<file path="config.mk">
export PLATFORM = sky130hd
export DESIGN_NAME = alu_mul_seq_flat
export DESIGN_NICKNAME = d
export VERILOG_FILES = /design/src/rtl/alu_mul_seq_pkg.sv /design/src/rtl/alu_mul_seq_if.sv /design/src/rtl/alu_mul_seq.sv /design/src/flat_wrapper.sv
export SDC_FILE = /design/constraint.sdc
export NUM_CORES = 1
export LEC_CHECK = 0
export CAP_MARGIN = 20
export CELL_PAD_IN_SITES_DETAIL_PLACEMENT = 1
export CELL_PAD_IN_SITES_GLOBAL_PLACEMENT = 1
export CORE_UTILIZATION = 30
export DETAILED_ROUTE_END_ITERATION = 10
export PLACE_DENSITY = 0.83
export SETUP_SLACK_MARGIN = 0.5
export SYNTH_ARGS = -nofsm -noshare
export SYNTH_HDL_FRONTEND = slang
export SYNTH_SLANG_ARGS = --single-unit
</file>
<file path="constraint.sdc">
create_clock -name clk -period 4.15 [get_ports clk]
set_clock_uncertainty 0.1 [all_clocks]
set_input_delay 0.83 -clock clk [delete_from_list [all_inputs] [get_ports clk]]
set_output_delay 0.83 -clock clk [all_outputs]
set_load 0.005 [all_outputs]
</file>
<file path="src/rtl/alu_mul_seq_pkg.sv">
// Shared types for the shift-and-add multiply sequencer.
// State encoding and ALU one-hot select bundle.
package alu_seq_pkg;

   typedef enum logic [1:0] {
      IDLE,
      RUN,
      DONE
   } mul_state_e;

   typedef struct packed {
      logic add;
      logic sub;
      logic nop;
      logic pass1;
      logic pass2;
   } alu_sel_t;

   localparam alu_sel_t ALU_SEL_NOP   = alu_sel_t'(5'b00100);
   localparam alu_sel_t ALU_SEL_ADD   = alu_sel_t'(5'b10000);
   localparam alu_sel_t ALU_SEL_PASS1 = alu_sel_t'(5'b00010);

endpackage

</file>
<file path="src/rtl/alu_mul_seq_if.sv">
// Operand and product valid/ready handshakes.
// The core side is master, the sequencer is slave.
interface alu_mul_seq_if #(
   parameter int WIDTH = 32
);

   logic             in_valid;
   logic             in_ready;
   logic [WIDTH-1:0] in_a;
   logic [WIDTH-1:0] in_b;
   logic             out_valid;
   logic             out_ready;
   logic [WIDTH-1:0] out_result;

   modport master (
      output in_valid, in_a, in_b, out_ready,
      input  in_ready, out_valid, out_result
   );

   modport slave (
      input  in_valid, in_a, in_b, out_ready,
      output in_ready, out_valid, out_result
   );

endinterface

</file>
<file path="src/rtl/alu_mul_seq.sv">
// Multi-cycle MUL sequencer that borrows the shared ALU.
// Shift-and-add with early exit once the multiplier runs out.
module alu_mul_seq
   import alu_seq_pkg::*;
#(
   parameter int WIDTH = 32
) (
   input  logic             clk,
   input  logic             rst,
   alu_mul_seq_if.slave     bus,
   output logic             busy,
   output logic [WIDTH-1:0] alu_a,
   output logic [WIDTH-1:0] alu_b,
   output logic             alu_sel_add,
   output logic             alu_sel_sub,
   output logic             alu_sel_nop,
   output logic             alu_sel_pass1,
   output logic             alu_sel_pass2,
   input  logic [WIDTH-1:0] alu_result
);

   localparam int CW = $clog2(WIDTH);
   localparam logic [CW-1:0] CNT_LAST = CW'(WIDTH - 1);

   mul_state_e       state;
   logic [WIDTH-1:0] acc;
   logic [WIDTH-1:0] mcand;
   logic [WIDTH-1:0] mplier;
   logic [CW-1:0]    cnt;
   alu_sel_t         sel;
   logic [WIDTH-1:0] op_a;
   logic [WIDTH-1:0] op_b;

   // FSM and datapath: one partial product per RUN cycle
   always_ff @(posedge clk) begin
      if (rst) begin
         state  <= IDLE;
         acc    <= '0;
         mcand  <= '0;
         mplier <= '0;
         cnt    <= '0;
      end else begin
         case (state)
            IDLE: begin
               if (bus.in_valid) begin
                  acc    <= '0;
                  mcand  <= bus.in_a;
                  mplier <= bus.in_b;
                  cnt    <= '0;
                  state  <= RUN;
               end
            end
            RUN: begin
               acc    <= alu_result;
               mcand  <= mcand << 1;
               mplier <= mplier >> 1;
               cnt    <= cnt + CW'(1);
               if (cnt == CNT_LAST || (mplier >> 1) == '0)
                  state <= DONE;
            end
            DONE: begin
               if (bus.out_ready)
                  state <= IDLE;
            end
            default: state <= IDLE;
         endcase
      end
   end

   // ALU drive decoded from registered state only
   always_comb begin
      sel  = ALU_SEL_NOP;
      op_a = '0;
      op_b = '0;
      if (state == RUN) begin
         op_a = acc;
         op_b = mcand;
         sel  = mplier[0] ? ALU_SEL_ADD : ALU_SEL_PASS1;
      end
   end

   assign alu_a         = op_a;
   assign alu_b         = op_b;
   assign alu_sel_add   = sel.add;
   assign alu_sel_sub   = sel.sub;
   assign alu_sel_nop   = sel.nop;
   assign alu_sel_pass1 = sel.pass1;
   assign alu_sel_pass2 = sel.pass2;

   assign busy           = (state == RUN);
   assign bus.in_ready   = (state == IDLE);
   assign bus.out_valid  = (state == DONE);
   assign bus.out_result = acc;

endmodule
</file>
<file path="src/flat_wrapper.sv">
// flat-port wrapper written by rule: the top's interface ports become plain ports
module alu_mul_seq_flat import alu_seq_pkg::*;
#(
   parameter int WIDTH = 32
)
  (clk, rst, busy, alu_a, alu_b, alu_sel_add, alu_sel_sub, alu_sel_nop, alu_sel_pass1, alu_sel_pass2, alu_result, bus_in_valid, bus_in_a, bus_in_b, bus_out_ready, bus_in_ready, bus_out_valid, bus_out_result);
  alu_mul_seq_if #(.WIDTH(WIDTH)) bus_i ();
  input  logic clk;
  input  logic rst;
  output logic busy;
  output logic [WIDTH-1:0] alu_a;
  output logic [WIDTH-1:0] alu_b;
  output logic alu_sel_add;
  output logic alu_sel_sub;
  output logic alu_sel_nop;
  output logic alu_sel_pass1;
  output logic alu_sel_pass2;
  input  logic [WIDTH-1:0] alu_result;
  input wire logic [$bits(bus_i.in_valid)-1:0] bus_in_valid;
  input wire logic [$bits(bus_i.in_a)-1:0] bus_in_a;
  input wire logic [$bits(bus_i.in_b)-1:0] bus_in_b;
  input wire logic [$bits(bus_i.out_ready)-1:0] bus_out_ready;
  output wire logic [$bits(bus_i.in_ready)-1:0] bus_in_ready;
  output wire logic [$bits(bus_i.out_valid)-1:0] bus_out_valid;
  output wire logic [$bits(bus_i.out_result)-1:0] bus_out_result;
  assign bus_i.in_valid = bus_in_valid;
  assign bus_i.in_a = bus_in_a;
  assign bus_i.in_b = bus_in_b;
  assign bus_i.out_ready = bus_out_ready;
  assign bus_in_ready = bus_i.in_ready;
  assign bus_out_valid = bus_i.out_valid;
  assign bus_out_result = bus_i.out_result;
  alu_mul_seq #(.WIDTH(WIDTH)) u_core (.clk(clk), .rst(rst), .bus(bus_i), .busy(busy), .alu_a(alu_a), .alu_b(alu_b), .alu_sel_add(alu_sel_add), .alu_sel_sub(alu_sel_sub), .alu_sel_nop(alu_sel_nop), .alu_sel_pass1(alu_sel_pass1), .alu_sel_pass2(alu_sel_pass2), .alu_result(alu_result));
endmodule
</file>
==> impl_metrics.tcl <==
set metrics [dict create \
    tightest_slew_ns 0.732 \
    cts_num_sinks 103 \
    postRouteAntennaNets 0 \
    n_antenna_cell 0 \
    post_cts_buffers 0 \
    syn2layout_area_growth_pct 50.2 \
    wl_per_cell_um 16.1 \
    routed_wirelength_mm 16.0 \
    placer_congestion_estimate 0.749 \
    fin_nets 882 \
    timing.critical_path.slowest_stage_cell "clkdlybuf4s50_1" \
    maxCapViolations 0 \
    post-place-cells 979 \
    final-max-slew-violation-count 0 \
    maximum_number_of_pins_on_one_net_before_global_route_repair 105 \
    crit_path_start_kind "flop" \
    core_area_um2 15400 \
    layout.cells.non_filler 996 \
    setup_tns_ns 0 \
    route.vias.total 4956 \
    die_area_um2 16400 \
    worst_setup_path_end_kind "output pin" \
    cts_htree_levels 3 \
    dp_hpwl_mm 11.2 \
    avgSynthCellArea_um2 7.73 \
    drt_iter0_drc 213 \
    cts_root_buf "clkbuf_16" \
    timing.max_slew.rel_slack_pct 51.1 \
    worst_ir_drop_vdd_v 0.000185 \
    cts-resized-gates 0 \
    hold_class "reg -> reg" \
    synth_cell_type_count 31 \
    cts_tree "built" \
    clock_insertion_delay_worst_skew_ns 0.35 \
    min_period_ns 2.94 \
    grt_first_pass_wirelength_mm 25.7 \
    hold_buffers 0 \
    ys_ff_latch 103 \
    pwr_density_cell_nw_per_um2 360 \
    outcome "completed" \
    final_cell_mix "clkdlybuf4s50_1, nor2_1, dfxtp_1, and2_1, nor3_1" \
    layout.cells.most_common "clkdlybuf4s50_1" \
    path_clk_slew_ns 0.07 \
    post_synth_inst_count 617 \
    post_route_cells_drive_above_1_share_pct 3.82 \
    drt_first_pass_iters 4 \
    synth_warnings 0 \
    num_rows 45 \
    die-width_um 128 \
    worst-endpoint-required_ns 3.22 \
    global_route.usage.total_pct 19.6 \
    register_area_share_after_synthesis_pct 43.3 \
    critPathMaxFanout 103 \
    number_of_global_route_vias_before_repair 5030 \
    period_share_pct 70.9 \
    worst-setup-path-type "reg -> out" \
    grt_remaining_overflow 0 \
    cp_slowest_stage_delay_ns 0.54 \
    port_buffers 201 \
    start_util_pct 31.0 \
    synth_area_um2 4770 \
    final-setup-viol-count 0 \
    total_power_mw 2.58 \
    critical_path.cell_chain "nand2b_1, clkinv_2, buf_12, and2_1, clkdlybuf4s50_1" \
    num_io_pins 204 \
    worstPathArrival_ns 2.01 \
    cts_inserted_buffers 9 \
    via_per_inst 4.98 \
    initial_antenna_violation_count 0 \
    hold_viol_final 0 \
    drt_drc_violations_left 0 \
    cts_buffer_depth 2 \
    die_height_um 128 \
    rsz0062_at_grt "no" \
    max_clk_rate_mhz 340 \
    p_leak_nw 2.74 \
]
[metrics by stage]
| stage | hold slack (ns) | util [%] | instance area [um^2] | setup WS (ns) |
|---|---|---|---|---|
| 6_report | 0.392 | 46.6 | 7160 | 1.21 |
| 5_1_grt | 0.411 | 46.6 | 7160 | 1.08 |
| 4_1_cts | 0.396 | 46.4 | 7130 | 1.18 |
| 3_5_place_dp | 0.378 | 44.5 | 6840 | 1.02 |
| 3_3_place_gp | 0.373 | 44.5 | 6840 | 1.15 |
| 2_1_floorplan | 0.364 | - | 4770 | 2.09 |
[layer usage]
metal / part of all wire [%] / vias up / routed length [um] / GRT usage [%]
li1: - / 2402 / - / -
met1: 44 / 2390 / 6970 / 23.2
met2: 50 / 149 / 8060 / 35.9
met3: 4.8 / 15 / 770 / 3.88
met4: 1.3 / 0 / 214 / 5.47
met5: 0 / - / 0 / 0
[worst paths after layout]
| check | startpoint | endpoint | slack, ns | cells after the start |
|---|---|---|---|---|
| max | u_core.state[1] | alu_b[30] | 1.21 | 5 |
| min | u_core.mcand[4] | u_core.mcand[4] | 0.39 | 2 |
| max reg2reg | u_core.state[0] | u_core.cnt[2] | 1.65 | 6 |
| min reg2reg | u_core.mcand[4] | u_core.mcand[4] | 0.39 | 2 |
[final cells by class]
| cell class | count | area, um^2 |
|---|---|---|
| clock inverter | 6 | 53.8 |
| tap | 211 | 264 |
| clock buffer | 10 | 239 |
| fill | 1796 | 8210 |
| multi-input combinational | 456 | 2420 |
| timing repair buffer | 209 | 2110 |
| inverter | 1 | 5.00 |
| sequential | 103 | 2060 |
[registers in the layout, summed over array words and instances, names as in the netlist]
register and cells:
u_core.bus.out_result 32, u_core.mplier 32, u_core.cnt 5, u_core.state 2
u_core.mcand 32
[cell families (layout without fill, tap and decap cells)]
family | after synthesis | count (layout) | synth area share, %
AOI/OAI and AO/OA | 104 | 104 | 14.6
and+or+nand+nor | 347 | 347 | 35.1
muxes | 1 | 1 | 0.236
other | 1 | 2 | 0.0787
adders and majority gates | 2 | 2 | 0.525
buffers and inverters | 59 | 226 | 6.17
DFF | 103 | 103 | 43.3
[cells in the mapped netlist]
| cell | count | area (um^2) |
|---|---|---|
| and3_1 | 1 | 6.26 |
| ha_1 | 2 | 25.0 |
| clkbuf_1 | 26 | 97.6 |
| o21ai_0 | 1 | 5.00 |
| nand4_1 | 3 | 18.8 |
| or3_1 | 1 | 6.26 |
| and2_1 | 66 | 413 |
| a211oi_1 | 32 | 240 |
| a21oi_1 | 33 | 165 |
| dfxtp_1 | 103 | 2060 |
| a22oi_1 | 36 | 270 |
| nor2_2 | 1 | 6.26 |
| nor2b_1 | 32 | 200 |
| nand2b_1 | 2 | 12.5 |
| nor3_1 | 63 | 315 |
| mux2_1 | 1 | 11.3 |
| buf_1 | 3 | 11.3 |
| clkinv_2 | 1 | 5.00 |
| o22ai_1 | 1 | 6.26 |
| or3b_2 | 1 | 8.76 |
| nor2_1 | 167 | 627 |
| conb_1 | 1 | 3.75 |
| buf_2 | 19 | 95.1 |
| nand3b_1 | 1 | 7.51 |
| nand2_1 | 1 | 3.75 |
| nor4_1 | 7 | 43.8 |
| or2_1 | 1 | 6.26 |
| clkbuf_2 | 2 | 10.0 |
| o31a_1 | 1 | 8.76 |
| buf_6 | 4 | 45.0 |
| buf_4 | 4 | 30.0 |
[power by group]
part,switching (mW),leakage [nW],internal [mW]
Sequential,0.0634,0.851,1.08
Combinational,0.290,1.75,0.311
Clock,0.399,0.141,0.433
[critical path, delay by kind of cell, from the launching register on]
| kind | cells | cell delay (ns) |
|---|---|---|
| buffers and inverters | 3 | 0.93 |
| flip-flops | 1 | 0.31 |
| AND/OR/NAND/NOR | 2 | 0.40 |
(Power assumes the default switching activity.)
